--- src/rtl/feature_loader.sv ---
// feature_loader: byte-serial front end of the decision-tree classifier.
// Collects one N_FEAT-byte frame, keeps the bytes the tree uses (X0, X1,
// X4, X5, X6) in a shadow buffer and commits them to the output registers
// in a single edge. A one-cycle COMMIT bubble follows each frame.
// Optional feature: define FEATURE_LOADER_TIMEOUT_EN to abandon a frame
// after TIMEOUT consecutive idle cycles inside it.
module feature_loader #(
  parameter int N_FEAT  = 7,
  parameter int TIMEOUT = 15
) (
  input  logic       clk,
  input  logic       rst_n,
  input  logic [7:0] in_data,
  input  logic       in_valid,
  input  logic       in_sof,
  output logic       in_ready,
  output logic [7:0] X0,
  output logic [7:0] X1,
  output logic [7:0] X4,
  output logic [7:0] X5,
  output logic [7:0] X6,
  output logic       vec_valid,
  output logic       busy,
  output logic       err
);

  localparam int DATA_W = 8;

  typedef enum logic [1:0] {IDLE, LOAD, COMMIT} state_t;

  state_t            state;
  logic [2:0]        idx;
  logic [DATA_W-1:0] sh_x0_p0;
  logic [DATA_W-1:0] sh_x1_p0;
  logic [DATA_W-1:0] sh_x4_p0;
  logic [DATA_W-1:0] sh_x5_p0;
  logic              accept;
  logic              last_beat;

  assign accept    = in_valid && in_ready;
  assign last_beat = (idx == 3'(N_FEAT - 1));

`ifdef FEATURE_LOADER_TIMEOUT_EN
  // gap counts idle cycles inside a frame; hitting GAP_LAST on an idle
  // edge means this is the TIMEOUT-th idle cycle.
  localparam logic [7:0] GAP_LAST = 8'(TIMEOUT - 1);
  logic [7:0] gap;
`else
  // Without the gap counter TIMEOUT has no effect.
  logic timeout_unused;
  assign timeout_unused = (TIMEOUT > 0);
`endif

  // Shadow capture of the tree features; holds data only, no reset needed.
  always_ff @(posedge clk) begin
    if (accept && in_sof) begin
      sh_x0_p0 <= in_data;
    end else if (accept && state == LOAD) begin
      case (idx)
        3'd1:    sh_x1_p0 <= in_data;
        3'd4:    sh_x4_p0 <= in_data;
        3'd5:    sh_x5_p0 <= in_data;
        default: ;
      endcase
    end
  end

  // Frame FSM with registered handshake, status pulses and output commit.
  always_ff @(posedge clk or negedge rst_n) begin
    if (!rst_n) begin
      state     <= IDLE;
      idx       <= 3'd0;
      in_ready  <= 1'b0;
      busy      <= 1'b0;
      err       <= 1'b0;
      vec_valid <= 1'b0;
      X0        <= '0;
      X1        <= '0;
      X4        <= '0;
      X5        <= '0;
      X6        <= '0;
`ifdef FEATURE_LOADER_TIMEOUT_EN
      gap       <= 8'd0;
`endif
    end else begin
      err       <= 1'b0;
      vec_valid <= 1'b0;
      case (state)
        IDLE: begin
          in_ready <= 1'b1;
          if (accept) begin
            if (in_sof) begin
              idx   <= 3'd1;
              busy  <= 1'b1;
              state <= LOAD;
`ifdef FEATURE_LOADER_TIMEOUT_EN
              gap   <= 8'd0;
`endif
            end else begin
              err <= 1'b1;
            end
          end
        end
        LOAD: begin
          if (accept) begin
`ifdef FEATURE_LOADER_TIMEOUT_EN
            gap <= 8'd0;
`endif
            if (in_sof) begin
              // Premature restart: this beat is byte 0 of a new frame.
              err <= 1'b1;
              idx <= 3'd1;
            end else if (last_beat) begin
              X0        <= sh_x0_p0;
              X1        <= sh_x1_p0;
              X4        <= sh_x4_p0;
              X5        <= sh_x5_p0;
              X6        <= in_data;
              vec_valid <= 1'b1;
              in_ready  <= 1'b0;
              busy      <= 1'b0;
              idx       <= 3'd0;
              state     <= COMMIT;
            end else begin
              idx <= idx + 3'd1;
            end
          end
`ifdef FEATURE_LOADER_TIMEOUT_EN
          else if (gap == GAP_LAST) begin
            err   <= 1'b1;
            busy  <= 1'b0;
            idx   <= 3'd0;
            gap   <= 8'd0;
            state <= IDLE;
          end else begin
            gap <= gap + 8'd1;
          end
`endif
        end
        COMMIT: begin
          in_ready <= 1'b1;
          state    <= IDLE;
        end
        default: begin
          in_ready <= 1'b0;
          busy     <= 1'b0;
          idx      <= 3'd0;
          state    <= IDLE;
        end
      endcase
    end
  end

endmodule

--- config.mk ---
export PLATFORM = sky130hd
export DESIGN_NAME = feature_loader
export DESIGN_NICKNAME = d
export VERILOG_FILES = /design/src/rtl/feature_loader.sv
export SDC_FILE = /design/constraint.sdc
export NUM_CORES = 1
export LEC_CHECK = 0
export BUFFER_PORTS_ARGS = -buffer_cell sky130_fd_sc_hd__buf_2
export CORE_MARGIN = 4
export CORE_UTILIZATION = 55
export CTS_BUF_LIST = sky130_fd_sc_hd__clkbuf_16
export DETAILED_ROUTE_END_ITERATION = 8
export PLACE_DENSITY = 0.8
export SYNTH_ARGS = -nofsm -noshare
export SYNTH_HDL_FRONTEND = slang
export SYNTH_SLANG_ARGS = --single-unit
--- constraint.sdc ---
create_clock -name clk -period 2.52 [get_ports clk]
set_input_delay 0.504 -clock clk [delete_from_list [all_inputs] [get_ports clk]]
set_output_delay 0.504 -clock clk [all_outputs]
set_load 0.01 [all_outputs]
After elaboration in Yosys (flattened, before gate mapping). Cells that the tools add are included.

Bits in writable memories: 0. Bits in latches: 0. ROM bits: 0. Output and inout port bits: 44. Memories kept: 0. Logic and storage cells: 71. Register bits after elaboration: 81. Input bits: 12.

Multipliers: 0. Shifts and indexed selects: 0. Bitwise gates (word level): 3. Magnitude comparators: 0. Div/mod/pow operators: 0. Add/sub/neg operators: 1. Reduce and logical (&&, ||, !) cells: 13. Equality and inequality tests: 11. Mux-type cells: 28.

Operator list (count): $mux 3 (5); $mux 1 (13); $reduce_and 3->1 (4); $mux 2 (5); $ne 2x2->1 const B (5); $eq 3x3->1 const B (3); $pmux 3 s3 (1); $reduce_and 4->1 (2); $reduce_and 6->1 (1); $reduce_and 5->1 (1); $pmux 1 s2 (2); $pmux 2 s2 (1); $add 3x1->3 const B (1); $eq 3x1->1 const B (1); $logic_and 1x1->1 (3); $not 1->1 (3); $pmux 1 s3 (1); $eq 2x1->1 const B (1); $eq 2x2->1 const B (1); $logic_not 2->1 (1); $reduce_or 2->1 (1).

Longest topological paths before layout. Gate-level depths: netlist (run 1).

Depth after elaboration: 5. Mapped depth: 6. Mapped depth without buffers: 6.

Worst setup path after synthesis (run 1). OpenSTA, ideal clock, no wires.

Kind: input to register. Start: input in_valid. End: register sh_x1_p0[0], enable pin. Path buffers: 1. Arrival: 1530 ps. Required time: 2137 ps. Slack: 607 ps. Setup time: 383 ps. Cell stages on the path: 3. Path through: clkbuf_1 nand4_1 nor3_1.

Cells in the longest elaborated chain, start to end: 4. Elaborated cells between the ends (all ways): 5. Those cells by class: bitwise (1); reduce/logical (4).

Ends and longest elaborated chain: from (decl) (RTL line 14) `input logic in_valid,`; $logic_and 1x1->1 * (RTL line 40) `assign accept = in_valid && in_ready;`; $logic_and 1x1->1 (RTL line 56) `if (accept && in_sof) begin`; $not 1->1 (no line); $reduce_and 3->1 (no line) *; to (signal assigned) (RTL line 60) `3'd1: sh_x1_p0 <= in_data;`; to (decl) (RTL line 34) `logic [DATA_W-1:0] sh_x1_p0;`.

Mark *: on every way between the ends. The rest lies on a longest branch, timed or not. A chain may end at the register's enable or synchronous reset.

Worst setup path in the final report (run 1).
Start: register state[1]. End: register X0[6].

Cells in the longest elaborated chain, start to end: 2.

Ends and longest elaborated chain: from (decl) (RTL line 31) `state_t state;`; from (signal assigned) (RTL line 71) `state <= IDLE;`; from (signal assigned) (RTL line 95) `state <= LOAD;`; from (signal assigned) (RTL line 123) `state <= COMMIT;`; $eq 2x1->1 (RTL line 88) `case (state)`; $reduce_and 4->1 (no line); to (signal assigned) (RTL line 114) `X0 <= sh_x0_p0;`; to (decl) (RTL line 17) `output logic [7:0] X0,`.

No other way between the ends.

==> summary.txt, run 1 <==
CTS
  – Clock tree buffer depth: 2
  – CTS clk-pin slew, worst paths: 0.06 ns
  – Number of buffers inserted by hold repair at cts: 0
  – H-tree depth: 3
  – Skew-Pair Late Insertion Delay: around 0.33 ns
  – CTS buffer count: 9
  – TritonCTS clock tree: built
  – Clock Tree Root: clkbuf_16
  – Gates resized, CTS repair: 0
  – CTS sink cnt: 81
  – Post-CTS Setup Repair Bufs: 0

Route
  – WL/cell: ~17 µm
  – Final WL: between 5 and 6 mm
  – Via Count: 1617
  – Detailed Routing Iterations Pass 1: 4
  – Initial DRC Count: 83
  – Drt drc: 0
  – Final ANT Viol Nets: 0
  – Vias per inst: 5.133

Floorplanning
  – Die ar.: 7051 µm²
  – # rows: 27
  – Starting Density: between 50% and 60%
  – Die W: 83.97 µm
  – Die Height: roughly 84 µm
  – Core ar.: 5540 µm²
  – I/O pin count: 56

Worst setup path
  – Worst Setup SP: state[1]$_DFFE_PN0P_
  – Crit path max-delay cell type: dfrtp_1
  – Setup CP Type: flip-flop to flip-flop
  – Max incr delay on CP: 0.51 ns
  – Startpoint type of the worst setup path: flip-flop
  – Top delay family on crit path: simple AND/OR/NAND/NOR gates
  – CP cell instances: nor3b_4 -> and4_4 -> buf_4 -> mux2_4
  – Critical Path RT: between 2 and 3 ns
  – Crit Path Max Fanout: 13
  – Worst R2R Start: state[1]$_DFFE_PN0P_
  – CP endpoint kind: flip-flop
  – CP bufs+invs: 1
  – CP arrival: 2.16 ns

Run status
  – Status: finished, final reports clean

STA
  – Worst Hold Slack: 0.1568 ns
  – Final setup TNS: 0 ns
  – Final Max Slew Viols: 0
  – Slew headroom: 54.44%
  – Final setup margin: 0.5787 ns
  – Final setup violation count: 0
  – Peak Freq: a little over 0.5 GHz
  – RSZ-0062 raised after global routing: false
  – Final worst-path cycle share: between 70% and 80%
  – Actual slew at the worst max-slew pin: between 0.6 and 0.7 ns
  – Clock Skew: 0.003233 ns
  – Minimum clock period: approximately 1.9 ns
  – Final Hold Vio Count: 0

Final layout
  – Final core utilization: 69.31%
  – Proportion of layout cells with a drive suffix above 1: 49.38%
  – Non-Filler Instances: 315
  – # nets final: 251
  – ANT cells: 0
  – Area delta synth->final: 20.97%
  – Final Cell Area: roughly 3800 µm²

Flow run
  – Maxcap violations: 0

Synth
  – Seq/Total Area, Yosys: 68.90%
  – Post-synthesis cell count: approximately 170
  – Net count after synthesis: 186
  – #FFs+latches synth: 81
  – Yosys warning total: 0
  – Count of cell types in the netlist: 33
  – Syn Area/Cell: 18.35 µm²
  – Post-Synthesis Cell Area: approximately 3200 µm²

Placed design
  – GP Congestion: ~0.83
  – Placed insts: about 300
  – DP Area: 3503 µm²
  – Port Buffers: 55
  – HPWL after DPL: between 3 and 4 mm
  – Pre-CTS WS: slightly below 0.5 ns

Power
  – Portion of total power attributed to combinational logic: 13.8%
  – Sw Share: between 20 and 25%
  – NetSw: 0.8137 mW
  – Cell Int Power: 2.777 mW
  – Worst vdd ir: 0.5280 mV
  – PD cells: 935.2 nW/µm²
  – Leak: about 1.8 nW
  – Total power: 3.591 mW
  – Clk pwr share: 40.3%
  – Part of the power in registers: approximately 46%

Global route
  – Global-route wire length before repair: 8.680 mm
  – Initial antenna violation count: 0
  – Vias in the first global route: 1670
  – Largest net degree at the start of global routing: 29
  – GRT Util Overall: 16.42%
  – GRT Residual Overflow: 0

Min path
  – Worst hold path type: primary input to async pin
-- state kept, by name, summed over array words and instances (netlist names) --
name       count
busy           1
X4             8
X1             8
err            1
sh_x5_p0       8
vec_valid      1
sh_x0_p0       8
sh_x1_p0       8
X5             8
sh_x4_p0       8
state          2
X0             8
idx            3
in_ready       1
X6             8
-- worst reg2reg max path: stages, from the launching register on --
cell and delay [ns]:
dfrtp_1 0.51, nor3b_4 0.29, and4_4 0.43, buf_4 0.28, mux2_4 0.32
-- final cells by class --
cell class,count,area [µm²]
multi-input cells,79,863.3
fillers,380,1700
well taps,72,90.09
clock inverters,7,111.4
clock buffers,9,225.2
flip-flops and latches,81,2187
repair buffers,63,347.8
inverters,4,15.01
-- layer usage --
metal / share of wire (%) / routed length, µm / global-route usage, %
met1: 43 / 2312 / 20.23
met2: 49 / 2616 / 25.74
met3: 5.5 / 292 / 5.627
met4: 2.2 / 118 / 8.333
met5: 0 / 0 / 0
-- power by group through the flow --
stage                     clock (mW)  sequential [mW]  combinational [mW]
after floorplan                    0             1.70               0.255
after global placement             0             1.67               0.491
after detailed placement           0             1.67               0.506
after CTS                       1.47             1.65               0.507
after global routing            1.54             1.67               0.534
final                           1.45             1.65               0.497
-- cells in the mapped netlist --
cell type | number | area, µm²
inv_1 | 4 | 15.01
and3b_1 | 1 | 8.760
ha_1 | 1 | 12.51
o311ai_0 | 1 | 8.760
clkbuf_1 | 2 | 7.510
and4_4 | 1 | 11.26
nor3_1 | 3 | 15.01
a32o_1 | 1 | 10.01
a2111oi_0 | 1 | 8.760
buf_6 | 1 | 11.26
a221oi_1 | 1 | 8.760
nor2_1 | 4 | 15.01
dfrtp_1 | 49 | 1226
mux2_2 | 1 | 11.26
buf_2 | 2 | 10.01
edfxtp_1 | 32 | 960.9
a31oi_1 | 2 | 12.51
nand3_1 | 1 | 5.000
nand3b_1 | 1 | 7.510
nor3b_4 | 1 | 18.77
and4bb_2 | 1 | 12.51
nand2_1 | 3 | 11.26
o221ai_1 | 1 | 8.760
mux2i_1 | 1 | 10.01
nand2b_1 | 3 | 18.77
nand4_1 | 1 | 6.260
and3_1 | 1 | 6.260
o21ai_0 | 3 | 15.01
buf_12 | 4 | 80.08
mux2_4 | 39 | 585.6
o31ai_1 | 1 | 7.510
a21o_1 | 1 | 7.510
a21oi_1 | 4 | 20.02
-- cell families after synthesis --
family / synth area share, %
simple gates: 4.296
flops: 68.90
compound gates: 3.390
buf+inv: 3.902
fa+ha+maj: 0.3941
mux: 19.12
-- path summary, 6_finish.rpt --
kind | to | slack [ns] | depth (start not counted)
max | X0[6]$_DFFE_PN0P_ | 0.58 | 4
min | X0[0]$_DFFE_PN0P_ | 0.16 | 2
max reg2reg | X0[6]$_DFFE_PN0P_ | 0.58 | 4
min reg2reg | X1[4]$_DFFE_PN0P_ | 0.47 | 1
max in group asynchronous | X4[4]$_DFFE_PN0P_ | 2.07 | 2
min in group clk | sh_x5_p0[1]$_DFFE_PP_ | 0.40 | 1
-- placed cells by master, fill, tap and decap left out, types with 2 or more instances in the layout --
cell type	n
buf_2	55
dfrtp_1	49
mux2_4	39
edfxtp_1	32
clkbuf_16	9
buf_4	7
inv_1	6
nor2_1	4
a21oi_1	4
nor3_1	3
nand2b_1	3
nand2_1	3
o21ai_0	3
bufinv_16	3
a31oi_1	2
Note: power is estimated with default switching activity, not from simulation.
==> inputs of run 2 (changes only) <==
- clock period: 2.52 -> 1.96 ns (I/O delays scaled with it)
==> summary.txt, run 2 (synthesis gave the netlist of run 1 again) <==
Final layout
  – # nets final: 254
  – Commonest non-fill, non-tap cell in the layout: buf_2
  – Area delta synth->final: 20.50%
  – Fillers: 382
  – Proportion of layout cells with a drive suffix above 1: 50.00%
  – Most frequent cells in the layout: 55 x buf_2, 49 x dfrtp_1, 39 x mux2_4
  – ANT cells: 0
  – Non-Filler Instances: 318

Power
  – Leak: 1.810 nW
  – Sw Share: between 20% and 30%
  – Portion of total power attributed to combinational logic: 15.7%
  – PD cells: 1139 nW/µm²
  – Total power: approximately 4.4 mW
  – Part of the power in registers: around half
  – Cell Int Power: 3.324 mW
  – Worst vdd ir: 0.6502 mV
  – NetSw: 1.032 mW
  – Clk pwr share: 36.2%

Worst setup path
  – CP arrival: about 2.0 ns
  – Setup CP Type: flip-flop to flip-flop
  – Worst Reg-to-Reg Cells: 4
  – CP endpoint kind: flip-flop
  – Crit Path Max Fanout: 11
  – Critical Path RT: 2.17 ns
  – Worst Setup SP: idx[0]$_DFFE_PN0P_
  – Setup slack on the worst flop-to-flop path: 0.20 ns
  – Worst R2R Start: idx[0]$_DFFE_PN0P_
  – Startpoint type of the worst setup path: flip-flop

CTS
  – CTS clk-pin slew, worst paths: 0.06 ns
  – Post-CTS Setup Repair Bufs: 0
  – CTS buffer count: 9
  – TritonCTS clock tree: built
  – Clock Tree Root: clkbuf_16
  – Number of buffers inserted by hold repair at cts: 0
  – Gates resized, CTS repair: 0
  – Skew-Pair Late Insertion Delay: 0.33 ns
  – H-tree depth: 3
  – CTS sink cnt: 81
  – Clock tree buffer depth: 2

Run status
  – Status: finished, final reports clean

Global route
  – GRT Residual Overflow: 0
  – GRT Util Overall: between 10% and 20%
  – Largest net degree at the start of global routing: 34
  – Vias in the first global route: 1733
  – Initial antenna violation count: 0
  – Global-route wire length before repair: just under 9 mm

Route
  – Final WL: 5.407 mm
  – Final ANT Viol Nets: 0
  – Initial DRC Count: 78
  – Vias per inst: 5.160
  – Via Count: between 1500 and 2000
  – Detailed Routing Iterations Pass 1: 4
  – Drt drc: 0
  – WL/cell: ~17 µm

STA
  – Actual slew at the worst max-slew pin: 0.5719 ns
  – Slew headroom: between 60% and 70%
  – Final setup TNS: 0 ns
  – Peak Freq: 0.5688 GHz
  – Final Max Slew Viols: 0
  – Clock Skew: 0.005404 ns
  – Final Hold Vio Count: 0
  – Worst Hold Slack: just over 0.0008 ns
  – Minimum clock period: 1.758 ns
  – RSZ-0062 raised after global routing: false
  – Final setup violation count: 0
  – Final worst-path cycle share: 89.69%
  – Final setup margin: between 0.2 and 0.25 ns

Min path
  – Worst hold path type: primary input to async pin

Floorplanning
  – Starting Density: 57.29%
  – I/O pin count: between 50 and 60
  – # rows: 27
  – Die Height: 83.97 µm
  – Die W: 83.97 µm
  – Die ar.: between 7000 and 8000 µm²
  – Core ar.: roughly 5500 µm²

Placed design
  – GP Congestion: around 0.8
  – Placed insts: 302
  – Pre-CTS WS: ~0.16 ns
  – HPWL after DPL: 3.733 mm
  – Port Buffers: 55

Flow run
  – Maxcap violations: 0
[run 2: cell count changes in the layout (fill, tap and decap cells not counted)]
cell / before / now
clkinv_4: 1 / 0
buf_12: 1 / 2
inv_6: 0 / 1
buf_4: 7 / 9
bufinv_16: 3 / 1
clkinv_2: 1 / 3
[run 2: layout make-up]
| cell class | instances | area, µm² | share of cell area, % |
|---|---|---|---|
| Timing Repair Buffer | 66 | 382.9 | 10.01 |
| Sequential cell | 81 | 2187 | 57.18 |
| Multi-Input combinational cell | 79 | 863.3 | 22.57 |
| Clock inverter | 7 | 61.31 | 1.603 |
| Inverter | 4 | 15.01 | 0.3925 |
| Clock buffer | 9 | 225.2 | 5.888 |
| Tap cell | 72 | 90.09 | 2.355 |
[run 2: per-stage QoR]
stage,utilization (%),instance area (µm²)
3_5_place_dp,63.87,3538
6_report,69.04,3825
2_1_floorplan,-,3174
5_1_grt,69.04,3825
4_1_cts,69.04,3825
3_3_place_gp,63.87,3538
[run 2: metal layers]
metal | share of wire (%) | global-route usage (%)
met1 | 43 | 20.97
met2 | 49 | 26.39
met3 | 4.9 | 5.133
met4 | 2.9 | 9.503
met5 | 0 | 0
[run 2: worst max-delay path, stage by stage (launching register included)]
cell     delay [ns]
dfrtp_1        0.44
and3b_1        0.33
and4_4         0.28
buf_4          0.24
mux2_2         0.36
[run 2: final timing paths]
| path | end |
|---|---|
| worst min-delay path | X1[1]$_DFFE_PN0P_ |
| worst max-delay path | X6[5]$_DFFE_PN0P_ |
| worst min register to register | X0[7]$_DFFE_PN0P_ |
| min in group clk | sh_x1_p0[6]$_DFFE_PP_ |
| max in group asynchronous | X5[4]$_DFFE_PN0P_ |
| worst max register to register | X6[5]$_DFFE_PN0P_ |
[run 2: power by group through the flow]
| stage | combinational [mW] | clock (mW) | sequential [mW] |
|---|---|---|---|
| floorplan | 0.328 | 0 | 2.18 |
| global placement | 0.665 | 0 | 2.12 |
| detailed placement | 0.689 | 0 | 2.13 |
| CTS | 0.693 | 1.61 | 2.10 |
| global route | 0.737 | 1.68 | 2.12 |
| finish | 0.683 | 1.58 | 2.09 |
==> inputs of run 3 (changes only) <==
- CORE_UTILIZATION: 55 -> 45
- PLACE_DENSITY: 0.8 -> 0.67
==> summary.txt, run 3 (synthesis gave the netlist of run 1 again) <==
Run status
  – Status: finished, final reports clean

Worst setup path
  – Crit Path Max Fanout: 34
  – CP endpoint kind: flip-flop
  – Setup CP Type: flip-flop to flip-flop
  – CP arrival: 2.01 ns
  – Setup slack on the worst flop-to-flop path: around 0.16 ns
  – Startpoint type of the worst setup path: flip-flop
  – Worst Reg-to-Reg Cells: 4
  – Critical Path RT: 2.17 ns

Power
  – Worst vdd ir: 0.5658 mV
  – Sw Share: around 24%
  – Part of the power in registers: about half
  – Leak: between 1.5 and 2 nW
  – Clk pwr share: 34.1%
  – Cell Int Power: around 3.2 mW
  – NetSw: 1.031 mW
  – Portion of total power attributed to combinational logic: 16.3%
  – PD cells: 1105 nW/µm²

Floorplanning
  – Die W: just over 90 µm
  – Die Height: 91.99 µm
  – # rows: 30
  – Die ar.: 8462 µm²
  – I/O pin count: 56
  – Core ar.: 6832 µm²
  – Starting Density: a little under half

CTS
  – Post-CTS Setup Repair Bufs: 0
  – Number of buffers inserted by hold repair at cts: 0
  – Clock Tree Root: clkbuf_16
  – TritonCTS clock tree: built
  – CTS clk-pin slew, worst paths: 0.06 ns
  – Clock tree buffer depth: 2
  – CTS buffer count: 9
  – Skew-Pair Late Insertion Delay: 0.33 ns
  – Gates resized, CTS repair: 0
  – CTS sink cnt: 81
  – H-tree depth: 3

Placed design
  – Port Buffers: 55
  – HPWL after DPL: ~3.8 mm
  – Placed insts: roughly 330
  – GP Congestion: 0.7450

Final layout
  – # nets final: 253
  – Non-Filler Instances: 340
  – Commonest non-fill, non-tap cell in the layout: buf_2
  – Proportion of layout cells with a drive suffix above 1: 49.18%
  – ANT cells: 0
  – Most frequent cells in the layout: 55 x buf_2, 49 x dfrtp_1, 39 x mux2_4
  – Area delta synth->final: 20.22%

STA
  – Final worst-path cycle share: about nine tenths
  – Actual slew at the worst max-slew pin: 0.5762 ns
  – Clock Skew: 0.006441 ns
  – Peak Freq: 0.5561 GHz
  – Slew headroom: 60.60%
  – Final setup TNS: 0 ns
  – Final Max Slew Viols: 0
  – Minimum clock period: 1.798 ns
  – Final Hold Vio Count: 0
  – RSZ-0062 raised after global routing: false
  – Final setup violation count: 0

Route
  – Vias per inst: about 5.0
  – Via Count: 1714
  – Drt drc: 0
  – Initial DRC Count: 53
  – Final WL: 5.716 mm
  – WL/cell: 16.81 µm
  – Final ANT Viol Nets: 0
  – Detailed Routing Iterations Pass 1: 4

Global route
  – GRT Util Overall: 14.53%
  – Global-route wire length before repair: 9.211 mm
  – Initial antenna violation count: 0
  – Vias in the first global route: 1715
  – Largest net degree at the start of global routing: 35
  – GRT Residual Overflow: 0

Flow run
  – Maxcap violations: 0

Min path
  – Worst hold path type: primary input to async pin
[run 3: changes by cell type in the layout (fill, tap and decap cells not counted)]
cell	before	now
buf_4	9	8
bufinv_16	1	0
clkinv_1	0	1
clkinv_2	3	2
clkinv_4	0	1
inv_6	1	0
[run 3: metrics by stage]
stage / setup slack, ns / area (µm²) / hold slack [ns] / power [mW] / utilization (%)
detailed placement: 0.1692 / 3561 / 0.4137 / 2.820 / 52.12
floorplan: 0.1265 / 3174 / 0.09641 / 2.512 / -
CTS: 0.1669 / 3816 / 0.05704 / 4.267 / 55.86
global placement: 0.1801 / 3561 / 0.4020 / 2.797 / 52.12
global route: 0.07795 / 3816 / 0.09258 / 4.391 / 55.86
finish: 0.1618 / 3816 / 0.04569 / 4.216 / 55.86
[run 3: final timing paths]
path,end,startpoint
max,X4[2]$_DFFE_PN0P_,idx[0]$_DFFE_PN0P_
min,X1[1]$_DFFE_PN0P_,rst_n
max reg2reg,X4[2]$_DFFE_PN0P_,idx[0]$_DFFE_PN0P_
min reg2reg,X5[7]$_DFFE_PN0P_,sh_x5_p0[7]$_DFFE_PP_
max in group asynchronous,X4[5]$_DFFE_PN0P_,rst_n
min in group clk,sh_x5_p0[7]$_DFFE_PP_,in_data[7]
[run 3: layout make-up]
class | count | area, µm²
inverter | 4 | 15.01
clock buffer | 9 | 225.2
sequential | 81 | 2187
fill | 561 | 3015
multi-input combinational | 79 | 863.3
timing repair buffer | 65 | 375.4
clock inverter | 6 | 30.03
tap | 96 | 120.1
[run 3: metal layers]
layer / vias to the layer above / track usage [%] / share of wire (%)
li1: 769 / - / -
met1: 879 / 19.92 / 45
met2: 54 / 21.59 / 48
met3: 12 / 3.281 / 5.0
met4: 0 / 7.797 / 2.2
met5: - / 0 / 0
[run 3: worst max-delay path: stages (launching register included)]
cell and delay, ns:
dfrtp_1 0.45, and3b_1 0.34, and4_4 0.27, buf_12 0.26
mux2_4 0.33
[run 3: power by group through the flow]
| stage | Combinational (mW) | Clock [mW] | Sequential, mW |
|---|---|---|---|
| finish | 0.686 | 1.44 | 2.09 |
| CTS | 0.698 | 1.47 | 2.10 |
| floorplan | 0.328 | 0 | 2.18 |
| global placement | 0.675 | 0 | 2.12 |
| detailed placement | 0.694 | 0 | 2.13 |
| global route | 0.743 | 1.53 | 2.12 |
